### src/rtl/apb_master.sv
// rtl/apb_master.sv - valid/ready command port to APB requester with wait-state watchdog
module apb_master #(
  parameter int ADDR_WIDTH = 32,
  parameter int DATA_WIDTH = 32,
  parameter int TIMEOUT    = 16
) (
  input  logic                  pclk,
  input  logic                  presetn,
  input  logic                  cmd_valid,
  output logic                  cmd_ready,
  input  logic                  cmd_write,
  input  logic [ADDR_WIDTH-1:0] cmd_addr,
  input  logic [DATA_WIDTH-1:0] cmd_wdata,
  output logic                  rsp_valid,
  output logic [DATA_WIDTH-1:0] rsp_rdata,
  output logic                  rsp_slverr,
  output logic                  rsp_timeout,
  output logic [ADDR_WIDTH-1:0] paddr,
  output logic                  psel,
  output logic                  penable,
  output logic                  pwrite,
  output logic [DATA_WIDTH-1:0] pwdata,
  input  logic [DATA_WIDTH-1:0] prdata,
  input  logic                  pready,
  input  logic                  pslverr
);

  localparam int CW = (TIMEOUT > 0) ? $clog2(TIMEOUT + 1) : 1;
  localparam logic [CW-1:0] LAST_WAIT = CW'((TIMEOUT > 0) ? TIMEOUT - 1 : 0);
  localparam logic [CW-1:0] WAIT_MAX  = {CW{1'b1}};

  typedef enum logic [1:0] {IDLE, SETUP, ACCESS} state_t;

  state_t                state_q, state_d;
  logic [ADDR_WIDTH-1:0] paddr_q, paddr_d;
  logic                  pwrite_q, pwrite_d;
  logic [DATA_WIDTH-1:0] pwdata_q, pwdata_d;
  logic                  rsp_valid_q, rsp_valid_d;
  logic [DATA_WIDTH-1:0] rsp_rdata_q, rsp_rdata_d;
  logic                  rsp_slverr_q, rsp_slverr_d;
  logic                  rsp_timeout_q, rsp_timeout_d;
  logic [CW-1:0]         wait_q, wait_d;
  logic                  accept;
  logic                  expire;

  // A late pready in the expiry cycle wins because expire requires !pready.
  assign expire    = (TIMEOUT > 0) && (state_q == ACCESS) && !pready && (wait_q == LAST_WAIT);
  assign cmd_ready = (state_q == IDLE) || ((state_q == ACCESS) && pready);
  assign accept    = cmd_valid && cmd_ready;

  assign psel        = (state_q != IDLE);
  assign penable     = (state_q == ACCESS);
  assign paddr       = paddr_q;
  assign pwrite      = pwrite_q;
  assign pwdata      = pwdata_q;
  assign rsp_valid   = rsp_valid_q;
  assign rsp_rdata   = rsp_rdata_q;
  assign rsp_slverr  = rsp_slverr_q;
  assign rsp_timeout = rsp_timeout_q;

  always_comb begin
    state_d       = state_q;
    paddr_d       = paddr_q;
    pwrite_d      = pwrite_q;
    pwdata_d      = pwdata_q;
    rsp_valid_d   = 1'b0;
    rsp_rdata_d   = rsp_rdata_q;
    rsp_slverr_d  = rsp_slverr_q;
    rsp_timeout_d = rsp_timeout_q;
    wait_d        = '0;

    case (state_q)
      IDLE: begin
        if (accept) state_d = SETUP;
      end
      SETUP: begin
        state_d = ACCESS;
      end
      ACCESS: begin
        if (pready) begin
          rsp_valid_d   = 1'b1;
          rsp_rdata_d   = pwrite_q ? '0 : prdata;
          rsp_slverr_d  = pslverr;
          rsp_timeout_d = 1'b0;
          state_d       = accept ? SETUP : IDLE;
        end else if (expire) begin
          rsp_valid_d   = 1'b1;
          rsp_rdata_d   = '0;
          rsp_slverr_d  = 1'b1;
          rsp_timeout_d = 1'b1;
          state_d       = IDLE;
        end else begin
          wait_d = (wait_q != WAIT_MAX) ? wait_q + CW'(1) : wait_q;
        end
      end
      default: state_d = IDLE;
    endcase

    // accept is only possible in IDLE or in a completing ACCESS cycle
    if (accept) begin
      paddr_d  = cmd_addr;
      pwrite_d = cmd_write;
      pwdata_d = cmd_wdata;
    end
  end

  always_ff @(posedge pclk or negedge presetn) begin
    if (!presetn) begin
      state_q       <= IDLE;
      paddr_q       <= '0;
      pwrite_q      <= 1'b0;
      pwdata_q      <= '0;
      rsp_valid_q   <= 1'b0;
      rsp_rdata_q   <= '0;
      rsp_slverr_q  <= 1'b0;
      rsp_timeout_q <= 1'b0;
      wait_q        <= '0;
    end else begin
      state_q       <= state_d;
      paddr_q       <= paddr_d;
      pwrite_q      <= pwrite_d;
      pwdata_q      <= pwdata_d;
      rsp_valid_q   <= rsp_valid_d;
      rsp_rdata_q   <= rsp_rdata_d;
      rsp_slverr_q  <= rsp_slverr_d;
      rsp_timeout_q <= rsp_timeout_d;
      wait_q        <= wait_d;
    end
  end

endmodule

### config.mk
export PLATFORM = sky130hd
export DESIGN_NAME = apb_master
export DESIGN_NICKNAME = d
export VERILOG_FILES = /design/src/rtl/apb_master.sv
export SDC_FILE = /design/constraint.sdc
export NUM_CORES = 1
export LEC_CHECK = 0
export ABC_AREA = 1
export ABC_CLOCK_PERIOD_IN_PS = 1700
export CAP_MARGIN = 25
export CORE_MARGIN = 5
export CORE_UTILIZATION = 40
export CTS_CLUSTER_DIAMETER = 120
export DETAILED_ROUTE_END_ITERATION = 10
export PLACE_DENSITY = 0.79
export SLEW_MARGIN = 0
export SYNTH_ARGS = -nofsm -noshare
export SYNTH_HDL_FRONTEND = slang
export SYNTH_SLANG_ARGS = --single-unit
### constraint.sdc
create_clock -name pclk -period 1.7 [get_ports pclk]
set_input_delay 0.425 -clock pclk [delete_from_list [all_inputs] [get_ports pclk]]
set_output_delay 0.425 -clock pclk [all_outputs]
set_load 0.01 [all_outputs]
==> qor.json <==
{
  "outcome": {
    "run_status": "finished, final reports clean"
  },
  "clocking": {
    "h-tree-depth": 3,
    "clk-insertion-delay-late_ps": 360,
    "clk_pin_slew_worst_paths_ps": 100,
    "max-clock-path-buffers": 2,
    "cts-root-buf": "clkbuf_8",
    "cts_buffers": 9,
    "cts_num_sinks": 107,
    "cts_tree": "yes"
  },
  "layout": {
    "drive_gt1_share_pct": 7.09,
    "final_net_count": 789,
    "nFillCells": 906,
    "areaGrowthSynthToFinish_pct": 54.8,
    "insertedDiodeCount": 0
  },
  "setup_path": {
    "crit_arrival_ps": 1210,
    "timing.critical_path.max_delay_family": "flip-flops",
    "timing.setup.critical_path_class": "flop to output port",
    "worst-path-buf-inv": 1,
    "timing.critical_path.slowest_cell_delay_ps": 430,
    "crit_path_cell_trace": "nor2_4 -> clkdlybuf4s15_1",
    "timing.critical_path.slowest_stage_cell": "dfrtp_1",
    "crit_path_start_kind": "flop",
    "endpoint_required_time_on_the_critical_path_ps": 1270,
    "crit_path_end_kind": "output port",
    "path_max_fanout": 3
  },
  "global_routing": {
    "grt_remaining_overflow": 0,
    "grt_pass1_vias": 4016,
    "initial_antenna_violation_count": 0,
    "grt_first_pass_wirelength_mm": 20.2,
    "grt_start_max_net_pins": 48,
    "grt_usage_pct": 19.8
  },
  "detailed_routing": {
    "drcViolationCount": 0,
    "ant_nets": 0,
    "initialDrtViolationCount": 371,
    "drtPass1Iterations": 4,
    "vias_per_cell": 4.74,
    "num_vias": 3920,
    "routed_wire_length_per_instance_um": 15.3,
    "routed_wl_mm": 12.6
  },
  "synth": {
    "synth_nets": 577,
    "synth_top_cells_by_area": "dfrtp_1 (63%), nand2_1 (24%), nand3_1 (4.5%)",
    "synthMostInstantiatedCell": "nand2_1",
    "cell_area_after_synthesis_sq_um": 4260,
    "synth.lib_cells_used.distinct": 18,
    "syn_inst": 474,
    "synth_area_leader_cell": "dfrtp_1",
    "syn-mean-instance-area_sq_um": 8.98,
    "synth_seq_area_share_pct": 62.9,
    "ys_seq_elements": 107,
    "netlist_top_cells_count": "nand2_1 (274), dfrtp_1 (107), nand3_1 (38), buf_2 (11), inv_1 (9)",
    "synth_edf_count": 0,
    "synth_async_sr_flop_share_pct": 100,
    "synth.yosys.warnings": 0,
    "post-synth-top-area-fraction_pct": 62.9,
    "ys.flop_type": "dfrtp_1"
  },
  "floorplan": {
    "initial_core_util_pct": 41.0,
    "core_region_area_sq_um": 10400,
    "dieWidth_um": 113,
    "floorplan.die_area_sq_um": 12800,
    "floorplan.io_pins": 205,
    "die_height_um": 113,
    "num_rows": 37
  },
  "power": {
    "leakage_nw": 3.58,
    "switching_part_of_the_total_power_pct": 33.5,
    "power_dens_cells_nw_per_um2": 1220,
    "power.sequential.fraction_pct": 45.7,
    "p_sw_mw": 2.69,
    "cell_internal_pwr_mw": 5.36,
    "peakVddDrop_uv": 590,
    "total_design_power_mw": 8.06,
    "clock_share_of_power_pct": 19.3,
    "power.combinational.fraction_pct": 34.9
  },
  "hold_path": {
    "hold_path.class": "flop to flop"
  },
  "timing": {
    "timing_worst_slew_pin_value_ps": 421,
    "hold_fails_final_rpt": 0,
    "fmaxAchievable_ghz": 0.611,
    "slew_viol_final": 0,
    "final.period_utilization_pct": 96.2,
    "fin_worst_hold_slack_ps": 480,
    "timing.final.crit_period_ps": 1640,
    "fin_skew_ps": 10.8,
    "setup_viol": 0,
    "slew_headroom_pct": 71.9
  },
  "placement": {
    "routabilityCongestion": 0.894,
    "port_buffers": 204,
    "detailed_place_hpwl_mm": 9.26
  },
  "job": {
    "drv.max_cap_violation_count": 0
  }
}
[worst paths after layout]
check | startpoint | depth (start not counted) | slack (ps) | end
max | state_q[0] | 2 | 60 | penable
max in group asynchronous | presetn | 3 | 640 | paddr[21]
min in group asynchronous | presetn | 2 | 530 | rsp_rdata[24]
max reg2reg | wait_q[0] | 7 | 230 | rsp_rdata[21]
min reg2reg | paddr[9] | 2 | 480 | paddr[9]
min | paddr[9] | 2 | 480 | paddr[9]
[metrics by stage]
stage | setup WS (ps) | setup TNS, ps | std cells | util, % | instance area, sq um
after floorplan | 189 | 0 | 474 | - | 4260
after global placement | -323 | -16070 | 806 | 62.4 | 6470
after detailed placement | -323 | -16530 | 806 | 62.4 | 6470
after CTS | 11.1 | 0 | 825 | 63.3 | 6560
after global routing | -2.83 | -2.83 | 827 | 63.5 | 6590
final | 64.2 | 0 | 827 | 63.5 | 6590
[power groups by stage]
stage / sequential, mW / clock (mW) / combinational (mW)
after CTS: 3.69 / 1.64 / 2.83
after detailed placement: 3.77 / 0 / 3.33
after floorplan: 4.08 / 0 / 0.847
after global placement: 3.72 / 0 / 3.26
final: 3.68 / 1.56 / 2.81
after global routing: 3.79 / 1.72 / 3.09
[state kept, by name (all words and copies together) (netlist names)]
register,flops
rsp_timeout,1
pwrite,1
pwdata,32
rsp_slverr,1
state_q,2
rsp_rdata,32
wait_q,5
paddr,32
rsp_valid,1
[cells by family (layout without fill, tap and decap cells)]
family | after synthesis | in the layout | share of synthesized area [%]
simple gates | 328 | 329 | 31.3
flops | 107 | 107 | 62.9
buf+inv | 35 | 251 | 5.17
compound gates | 3 | 3 | 0.353
fa+ha+maj | 1 | 1 | 0.294
[placed cells by master, fill, tap and decap left out, drive strengths merged]
| cell type | instances |
|---|---|
| ha | 1 |
| dfrtp | 107 |
| o21ai | 2 |
| bufinv | 1 |
| buf | 21 |
| nand4 | 4 |
| dlygate4sd2 | 99 |
| inv | 11 |
| clkdlybuf4s50 | 100 |
| clkbuf | 13 |
| nor3 | 1 |
| clkinvlp | 2 |
| nor2 | 8 |
| nand3 | 40 |
| nand2 | 275 |
| dlymetal6s2s | 1 |
| or2 | 1 |
| a21oi | 1 |
| clkinv | 1 |
| clkdlybuf4s15 | 1 |
| dlygate4sd3 | 1 |
[tightest hold or removal path, cell delays in order, from the launching register on]
cell and delay, ps:
dfrtp_1 350, nand2_1 50, nand2_1 50
[metal layers]
metal  vias up  track usage, %  share of wire, %
met4         0            9.05               2.7
met5         -               0                 0
met2       206            31.4                45
li1       1882               -                 -
met3        24            8.29                13
met1      1808            23.4                40
[what timing repair did]
item,CTS,global route
resized for setup,109,5
gates cloned,0,1
pin swaps,1,1
hold buffers,1,0
setup endpoints to repair,102,36
endpoints found under the hold margin,22,0
buffers inserted,2,1
[final cells by class]
type                    count  area [sq um]  share of cell area [%]
well taps                 136           170                    2.58
repair buffers            224          2130                    32.3
inverters                  11          41.3                   0.627
multi-input cells         333          1370                    20.8
clock buffers              12           145                    2.20
clock inverters             4          50.0                   0.760
flip-flops and latches    107          2680                    40.7
Power figures use the tool's default switching activity.
